$ cat src/rtl/seq_detect_if.sv
// Serial sequence-detector bus: sampled inputs (en, clr, x) from the front end,
// match flag, prefix state and saturating match counter back to control logic.
interface seq_detect_if #(
    parameter int PAT_W = 4,
    parameter int CNT_W = 8
);
    localparam int STATE_W = $clog2(PAT_W + 1);

    logic               en;
    logic               clr;
    logic               x;
    logic               y;
    logic [STATE_W-1:0] state;
    logic [CNT_W-1:0]   match_cnt;
    logic               cnt_sat;

    modport master (
        output en, clr, x,
        input  y, state, match_cnt, cnt_sat
    );

    modport slave (
        input  en, clr, x,
        output y, state, match_cnt, cnt_sat
    );
endinterface

$ cat src/rtl/seq_detect_fsm.sv
// Parametrised KMP serial pattern detector with selectable overlap and Mealy/Moore
// match flag, plus a saturating match counter. Transition table is built at elaboration.
module seq_detect_fsm #(
    parameter int               PAT_W   = 4,
    parameter logic [PAT_W-1:0] PATTERN = 4'b1011,
    parameter bit               OVERLAP = 1'b1,
    parameter bit               MEALY   = 1'b1,
    parameter int               CNT_W   = 8
) (
    input  logic        clk,
    input  logic        rst_n,
    seq_detect_if.slave bus
);
    localparam int STATE_W = $clog2(PAT_W + 1);
    localparam int TAB_N   = 2 ** (STATE_W + 1);

    if (PAT_W < 2 || PAT_W > 16) begin : g_bad_pat_w
        $error("seq_detect_fsm: PAT_W must be in 2..16");
    end
    if (CNT_W < 1) begin : g_bad_cnt_w
        $error("seq_detect_fsm: CNT_W must be >= 1");
    end

    // Bit i of the pattern in arrival order (i = 0 is received first).
    function automatic bit pat_bit(input int i);
        return PATTERN[PAT_W-1-i];
    endfunction

    // Longest proper border of the full pattern: where an overlapping match resumes.
    function automatic int full_border();
        int  len;
        bit  ok;
        len = 0;
        for (int j = 1; j < PAT_W; j++) begin
            ok = 1'b1;
            for (int t = 0; t < j; t++) begin
                if (pat_bit(t) != pat_bit(PAT_W - j + t)) ok = 1'b0;
            end
            if (ok) len = j;
        end
        return len;
    endfunction

    localparam int BORDER  = full_border();
    localparam int RESTART = OVERLAP ? BORDER : 0;

    // Automaton step: longest pattern prefix that is a suffix of (prefix k) followed by b.
    // State PAT_W (Moore hold cycle) behaves as the restart state; codes above PAT_W are unreachable.
    function automatic int kmp_step(input int k, input bit b);
        int s;
        int len;
        int pos;
        bit ok;
        bit c;
        len = 0;
        if (k <= PAT_W) begin
            s = (k == PAT_W) ? RESTART : k;
            for (int j = 1; j <= s + 1; j++) begin
                ok = 1'b1;
                for (int t = 0; t < j; t++) begin
                    pos = s + 1 - j + t;
                    c   = (pos == s) ? b : pat_bit(pos);
                    if (c != pat_bit(t)) ok = 1'b0;
                end
                if (ok) len = j;
            end
        end
        return len;
    endfunction

    // Table indexed by {state, x}.
    logic [STATE_W-1:0] nxt_tab [TAB_N];

    for (genvar gi = 0; gi < TAB_N; gi++) begin : g_tab
        localparam int NXT = kmp_step(gi / 2, bit'(gi % 2));
        assign nxt_tab[gi] = STATE_W'(NXT);
    end

    logic [STATE_W-1:0] state_q;
    logic [STATE_W-1:0] state_d;
    logic [CNT_W-1:0]   cnt_q;
    logic [CNT_W-1:0]   cnt_d;
    logic               y_q;
    logic [STATE_W-1:0] step;
    logic               cnt_full;
    logic               match;

    assign step     = nxt_tab[{state_q, bus.x}];
    assign cnt_full = &cnt_q;
    assign match    = bus.en & ~bus.clr & (step == STATE_W'(PAT_W));

    always_comb begin
        state_d = state_q;
        cnt_d   = cnt_q;
        if (bus.clr) begin
            state_d = '0;
            cnt_d   = '0;
        end else if (bus.en) begin
            if (match) begin
                // Mealy already flagged the match this cycle, so skip the PAT_W state.
                state_d = MEALY ? STATE_W'(RESTART) : STATE_W'(PAT_W);
                if (!cnt_full) cnt_d = cnt_q + 1'b1;
            end else begin
                state_d = step;
            end
        end
    end

    always_ff @(posedge clk or negedge rst_n) begin
        if (!rst_n) begin
            state_q <= '0;
            cnt_q   <= '0;
            y_q     <= 1'b0;
        end else begin
            state_q <= state_d;
            cnt_q   <= cnt_d;
            y_q     <= match;
        end
    end

    assign bus.y         = MEALY ? match : y_q;
    assign bus.state     = state_q;
    assign bus.match_cnt = cnt_q;
    assign bus.cnt_sat   = cnt_full;
endmodule

$ cat src/flat_wrapper.sv
// flat-port wrapper written by rule: the top's interface ports become plain ports
module seq_detect_fsm_flat 
#(
    parameter int               PAT_W   = 4,
    parameter logic [PAT_W-1:0] PATTERN = 4'b1011,
    parameter bit               OVERLAP = 1'b1,
    parameter bit               MEALY   = 1'b1,
    parameter int               CNT_W   = 8
)
  (clk, rst_n, bus_en, bus_clr, bus_x, bus_y, bus_state, bus_match_cnt, bus_cnt_sat);
  seq_detect_if #(.PAT_W(PAT_W), .CNT_W(CNT_W)) bus_i ();
  input  logic clk;
  input  logic rst_n;
  input wire logic [$bits(bus_i.en)-1:0] bus_en;
  input wire logic [$bits(bus_i.clr)-1:0] bus_clr;
  input wire logic [$bits(bus_i.x)-1:0] bus_x;
  output wire logic [$bits(bus_i.y)-1:0] bus_y;
  output wire logic [$bits(bus_i.state)-1:0] bus_state;
  output wire logic [$bits(bus_i.match_cnt)-1:0] bus_match_cnt;
  output wire logic [$bits(bus_i.cnt_sat)-1:0] bus_cnt_sat;
  assign bus_i.en = bus_en;
  assign bus_i.clr = bus_clr;
  assign bus_i.x = bus_x;
  assign bus_y = bus_i.y;
  assign bus_state = bus_i.state;
  assign bus_match_cnt = bus_i.match_cnt;
  assign bus_cnt_sat = bus_i.cnt_sat;
  seq_detect_fsm #(.PAT_W(PAT_W), .PATTERN(PATTERN), .OVERLAP(OVERLAP), .MEALY(MEALY), .CNT_W(CNT_W)) u_core (.clk(clk), .rst_n(rst_n), .bus(bus_i));
endmodule
$ cat config.mk
export PLATFORM = sky130hd
export DESIGN_NAME = seq_detect_fsm_flat
export DESIGN_NICKNAME = d
export VERILOG_FILES = /design/src/rtl/seq_detect_if.sv /design/src/rtl/seq_detect_fsm.sv /design/src/flat_wrapper.sv
export SDC_FILE = /design/constraint.sdc
export NUM_CORES = 1
export LEC_CHECK = 0
export ABC_AREA = 1
export BUFFER_PORTS_ARGS = -buffer_cell sky130_fd_sc_hd__buf_2
export CAP_MARGIN = 20
export CORE_MARGIN = 5
export CORE_UTILIZATION = 37
export CTS_BUF_LIST = sky130_fd_sc_hd__clkbuf_4 sky130_fd_sc_hd__clkbuf_8
export DETAILED_ROUTE_END_ITERATION = 8
export PLACE_DENSITY = 0.65
export SETUP_SLACK_MARGIN = 0.3
export SLEW_MARGIN = 15
export SYNTH_ARGS = -nofsm -noshare
export SYNTH_HDL_FRONTEND = slang
export SYNTH_SLANG_ARGS = --single-unit
$ cat constraint.sdc
create_clock -name clk -period 2.7 [get_ports clk]
set_input_delay 0.135 -clock clk [delete_from_list [all_inputs] [get_ports clk]]
set_output_delay 0.135 -clock clk [all_outputs]
set_load 0.05 [all_outputs]
# Word-level counts from Yosys, hierarchy flattened
# Memories as Yosys holds them, arrays and structs flattened.
# Cells that the tools add are included.
dict set report totals {
  romBits 48
  word_cells 24
  mem_count 1
  regBits 11
  out_inout_bits 13
}
# memory words word_bits rd rd_clocked_by_memory_dff wr line
set memory_table {}
lappend memory_table {{(name not given)} 16 3 1 0 0 seq_detect_fsm.sv:88} ;# assign step = nxt_tab[{state_q, bus.x}];
dict set report op_classes {
  bitwise 4
  order_cmp 1
  n_reduce_logical 4
  mux 9
  add_sub_neg 1
  n_eq_ne 2
}
# op count
set op_table {}
lappend op_table {{2-to-1 mux 8 bit} 4}
lappend op_table {{2-to-1 mux 3 bit} 5}
lappend op_table {{adder 8 x 1 -> 8 bit (second input constant)} 1}
lappend op_table {{AND reduction 8 bit} 1}
lappend op_table {{greater-or-equal comparator 5 bit (second input constant)} 1}
lappend op_table {{inverter 4 -> 5 bit} 1}
lappend op_table {{nonzero test 2 bit} 2}
lappend op_table {{equality test 3 bit (second input constant)} 1}
lappend op_table {{AND reduction 3 bit} 1}
lappend op_table {{bitwise AND 1 bit} 2}
lappend op_table {{!= test 2 bit (second input constant)} 1}
lappend op_table {{inverter 1 bit} 1}

# Longest topological paths before layout
dict set report logic_depth {
  ltp_word 9
  ltp_mapped 11
}

# Worst setup path after synthesis
# No wires, ideal clock.
dict set report synth_timing {
  path_kind {register -> register}
  start {register u_core.cnt_q[0], in the netlist u_core.bus.match_cnt[0]}
  end {register u_core.cnt_q[0], in the netlist u_core.bus.match_cnt[0]}
  stages_incl_launch_ff 9
  path_buffers 0
  setup_slack_ps 363
  t_arrival_ps 2217
  path_cell_list {dfrtp_1 ha_1 nand2_1 inv_1 nand2_1 nor3_2 nand2_1 nand3_1 nand2_1}
}
dict set report synth_between {
  word_cells_on_any_way 8
}
# item line
set synth_rtl {}
lappend synth_rtl {{from (decl)} seq_detect_fsm.sv:81} ;# logic [CNT_W-1:0] cnt_q;
lappend synth_rtl {{from (signal assigned)} seq_detect_fsm.sv:116} ;# cnt_q <= cnt_d;
lappend synth_rtl {{AND reduction 8 bit} seq_detect_fsm.sv:89} ;# assign cnt_full = &cnt_q;
lappend synth_rtl {{named net bus_cnt_sat} flat_wrapper.sv:20} ;# output wire logic [$bits(bus_i.cnt_sat)-1:0] bus_cnt_sat;
lappend synth_rtl {{!= test 2 bit (no source line)} n/a}
lappend synth_rtl {{AND reduction 3 bit (no source line)} n/a}
# The timed path passes the listed nets, and every way through them passes these cells. The select of a mux whose other input is x is not followed.
# A chain may end at the register's enable or synchronous reset.

# Worst setup path in the final report
dict set report layout_timing {
  start {register u_core.state_q[0], in the netlist u_core.bus.state[0]}
  end {output port bus_y}
}
dict set report layout_between {
  elab_chain_cells 6
}
# item line
set layout_lines {}
lappend layout_lines {{from (decl)} seq_detect_fsm.sv:79} ;# logic [STATE_W-1:0] state_q;
lappend layout_lines {{from (signal assigned)} seq_detect_fsm.sv:115} ;# state_q <= state_d;
lappend layout_lines {{inverter 4 -> 5 bit (not written as such)} seq_detect_fsm.sv:88}
lappend layout_lines {{memory (16 x 3 bit)} n/a}
lappend layout_lines {{2-to-1 mux 3 bit (not written as such) (2 in a row)} seq_detect_fsm.sv:88}
lappend layout_lines {{equality test 3 bit} seq_detect_fsm.sv:90} ;# assign match = bus.en & ~bus.clr & (step == STATE_W'(PAT_W));
lappend layout_lines {{bitwise AND 1 bit} seq_detect_fsm.sv:90}
lappend layout_lines {{to (decl)} flat_wrapper.sv:17} ;# output wire logic [$bits(bus_i.y)-1:0] bus_y;
# Every way passes these cells. The select of a mux whose other input is x is not followed.

==> run metrics <==
outcome finished clean; Port Buffers 17; Netlist Area Pre-Place 838 um^2; number of iterations in the first detailed-routing pass 4; vias 823; total negative slack 0 ns; Worst-path clk slew 0.07 ns; FF-to-FF End u_core.bus.match_cnt[5]; Final Instance Area 987 um^2; hold path cells 4; Initial Utilization 38.3%; dominant cells by area after synthesis dfrtp_1, nand2_1, nand3_1; dpl hpwl 1.56 mm; sw power 0.101 mW; Final Cycle Share 72.2%; fin nets 153; clock network fraction of design power 36.0%; # IOs 18; pwr dens 355 nW/um^2; Final Critical Period 1.95 ns; final hold vios 0; post-synthesis compound-gate area fraction 5.07%; Final Non-Filler Cells 170; Post-Synth Simple-Gate Area 43.4%; CTS Buf Count 3; worst hold-check path type primary input to flop; count of pins over their slew limit 0; fmax 0.513 GHz; largest net degree at the start of global routing 12; CTS Root Cell clkbuf_4; placed insts 165; GPL Wtd Cong 0.833; antenna-violating nets left 0; yosys warns 0; gr ovfl total 0; synthesized-area fraction occupied by adder cells 7.46%; CP required 2.57 ns; CP Launch Type flop; Clock Tree Buf Depth 2; Synth Area in XOR/XNOR 2.09%; reg2reg start u_core.bus.match_cnt[0]; share of cells above drive strength 1 22.5%; ant diodes 0; core area 2190 um^2; Vias/cell 4.84; Slew headroom 78.9%; Yosys cell types 20; critical-path cell list inv_1 > ha_1 > nand3_1 > nand3_2 > inv_1 > nand3_2 > clkinv_2 > buf_2; P_int 0.249 mW; clock latency at the later pin of the worst-skew pair 0.28 ns; syn_area_per_cell 6.93 um^2; Tightest Pin Transition 0.315 ns; data arrival time of the critical path 1.82 ns; Final setup viols 0; Total GRT Usage 13.8%; row count 17; critical path type flop to primary output; width of the die 57.6 um; reg2reg path depth 7; TritonCTS clock tree built; MaxCap Viol Count 0; switching share of power 28.7%; post-synthesis register bit count 11; Crit path max-delay family buffers and inverters; most frequent cells in the layout nand2_1, nand3_1, buf_2; CP Capture Type primary output; Combinational Power Share 14.7%; post-synthesis mux area share 0%; share of power burned in registers 49.3%; RSZ-0062 raised after global routing false; vias in the first global route 855; WL/cell 11.5 um; top cell type by total area after synthesis dfrtp_1; Area growth syn-to-layout 17.8%; Pwr Total 0.350 mW; CP bufs+invs 4; crit path max fanout 4; sequential area share after synthesis 32.8%; first-pass GRT wire length 3.61 mm; most common cell after layout, fill and taps aside nand2_1; Yosys top cell area share 32.8%; worst reg-to-reg setup slack 1.07 ns; Leak 0.553 nW; final WL 1.96 mm; Critical Path Max Stage Delay 0.39 ns; Residual DRC 0; Max VDD drop 0.176 mV; Syn Inst Count 121; skew final 0.000603 ns; critical path's slowest cell dfrtp_1; die footprint 3320 um^2; initial antenna violation count 0; Hold Path Origin bus_en; Synthesized Nets 131; Die Ht 57.6 um; largest family of logic cells by synthesized area simple AND/OR/NAND/NOR gates; htree depth 1; clock sinks 11; Placement Cell Area 947 um^2; hold endpoint u_core.bus.state[1]; DR iter-0 viols 37
registers in the layout (all words and copies together) (netlist names):
| name | count |
|---|---|
| u_core.bus.match_cnt | 8 |
| u_core.bus.state | 3 |
tightest hold or removal path: stages:
cell,delay (ns)
buf_2,0.10
nor2_1,0.04
inv_1,0.07
o22ai_1,0.08
stage by stage:
stage | worst slack, ns | hold slack, ns | utilization, %
detailed placement | 1.04 | 0.0257 | 43.2
finish | 0.750 | 0.195 | 45.1
global placement | 1.07 | 0.0265 | 43.2
global route | 0.590 | 0.229 | 45.1
CTS | 0.711 | 0.192 | 45.1
floorplan | 0.363 | -0.161 | -
cell type report:
type | count | area, um^2
clock buffer | 4 | 30.0
fill | 234 | 1200
inverter | 17 | 65.1
multi-input combinational | 92 | 487
sequential | 11 | 275
tap | 28 | 35.0
timing repair buffer | 18 | 95.1
routing by layer:
layer	global-route usage (%)	up-vias	wire (um)	share of wire [%]
li1	-	433	-	-
met1	16.4	357	819	42
met2	22.9	28	966	49
met3	1.58	5	117	6.0
met4	9.27	0	59	3.0
met5	0	-	0	0
power groups by stage:
| stage | clock (mW) | combinational (mW) | sequential (mW) |
|---|---|---|---|
| final | 0.126 | 0.0514 | 0.173 |
| after global routing | 0.139 | 0.0576 | 0.173 |
| after CTS | 0.131 | 0.0523 | 0.173 |
| after detailed placement | 0 | 0.0511 | 0.176 |
| after global placement | 0 | 0.0506 | 0.175 |
| after floorplan | 0 | 0.0243 | 0.186 |
synthesized netlist by cell type (all sizes together):
library cell / n
inv: 16
o21ai: 4
buf: 1
clkinv: 1
nand3: 25
xor2: 1
ha: 5
dfrtp: 11
nor2: 13
xnor2: 1
o221ai: 1
a21boi: 1
nor3: 3
nand2: 37
o22ai: 1
logic make-up (layout without fill, tap and decap cells):
logic type	after synthesis	in the layout
compound gates	7	7
xor+xnor	2	2
fa+ha+maj	5	5
buf+inv	18	39
flops	11	11
simple gates	78	78
worst max-delay path by stage:
stage / slack, ns / cells past startpoint / to / start
3_3_place_gp: 1.07 / 8 / bus_y / u_core.bus.state[0]
4_1_cts: 0.71 / 8 / bus_y / u_core.bus.state[0]
6_report: 0.75 / 8 / bus_y / u_core.bus.state[0]
3_5_place_dp: 1.04 / 8 / bus_y / u_core.bus.state[0]
2_1_floorplan: 0.36 / 8 / u_core.bus.match_cnt[0] / u_core.bus.match_cnt[0]
5_1_grt: 0.59 / 8 / bus_y / u_core.bus.state[0]
timing repair:
action,CTS,global route
resized for setup,0,0
setup buffers,0,0
hold buffers,1,0
hold endpoints to repair,11,0
Power figures use the tool's default switching activity.
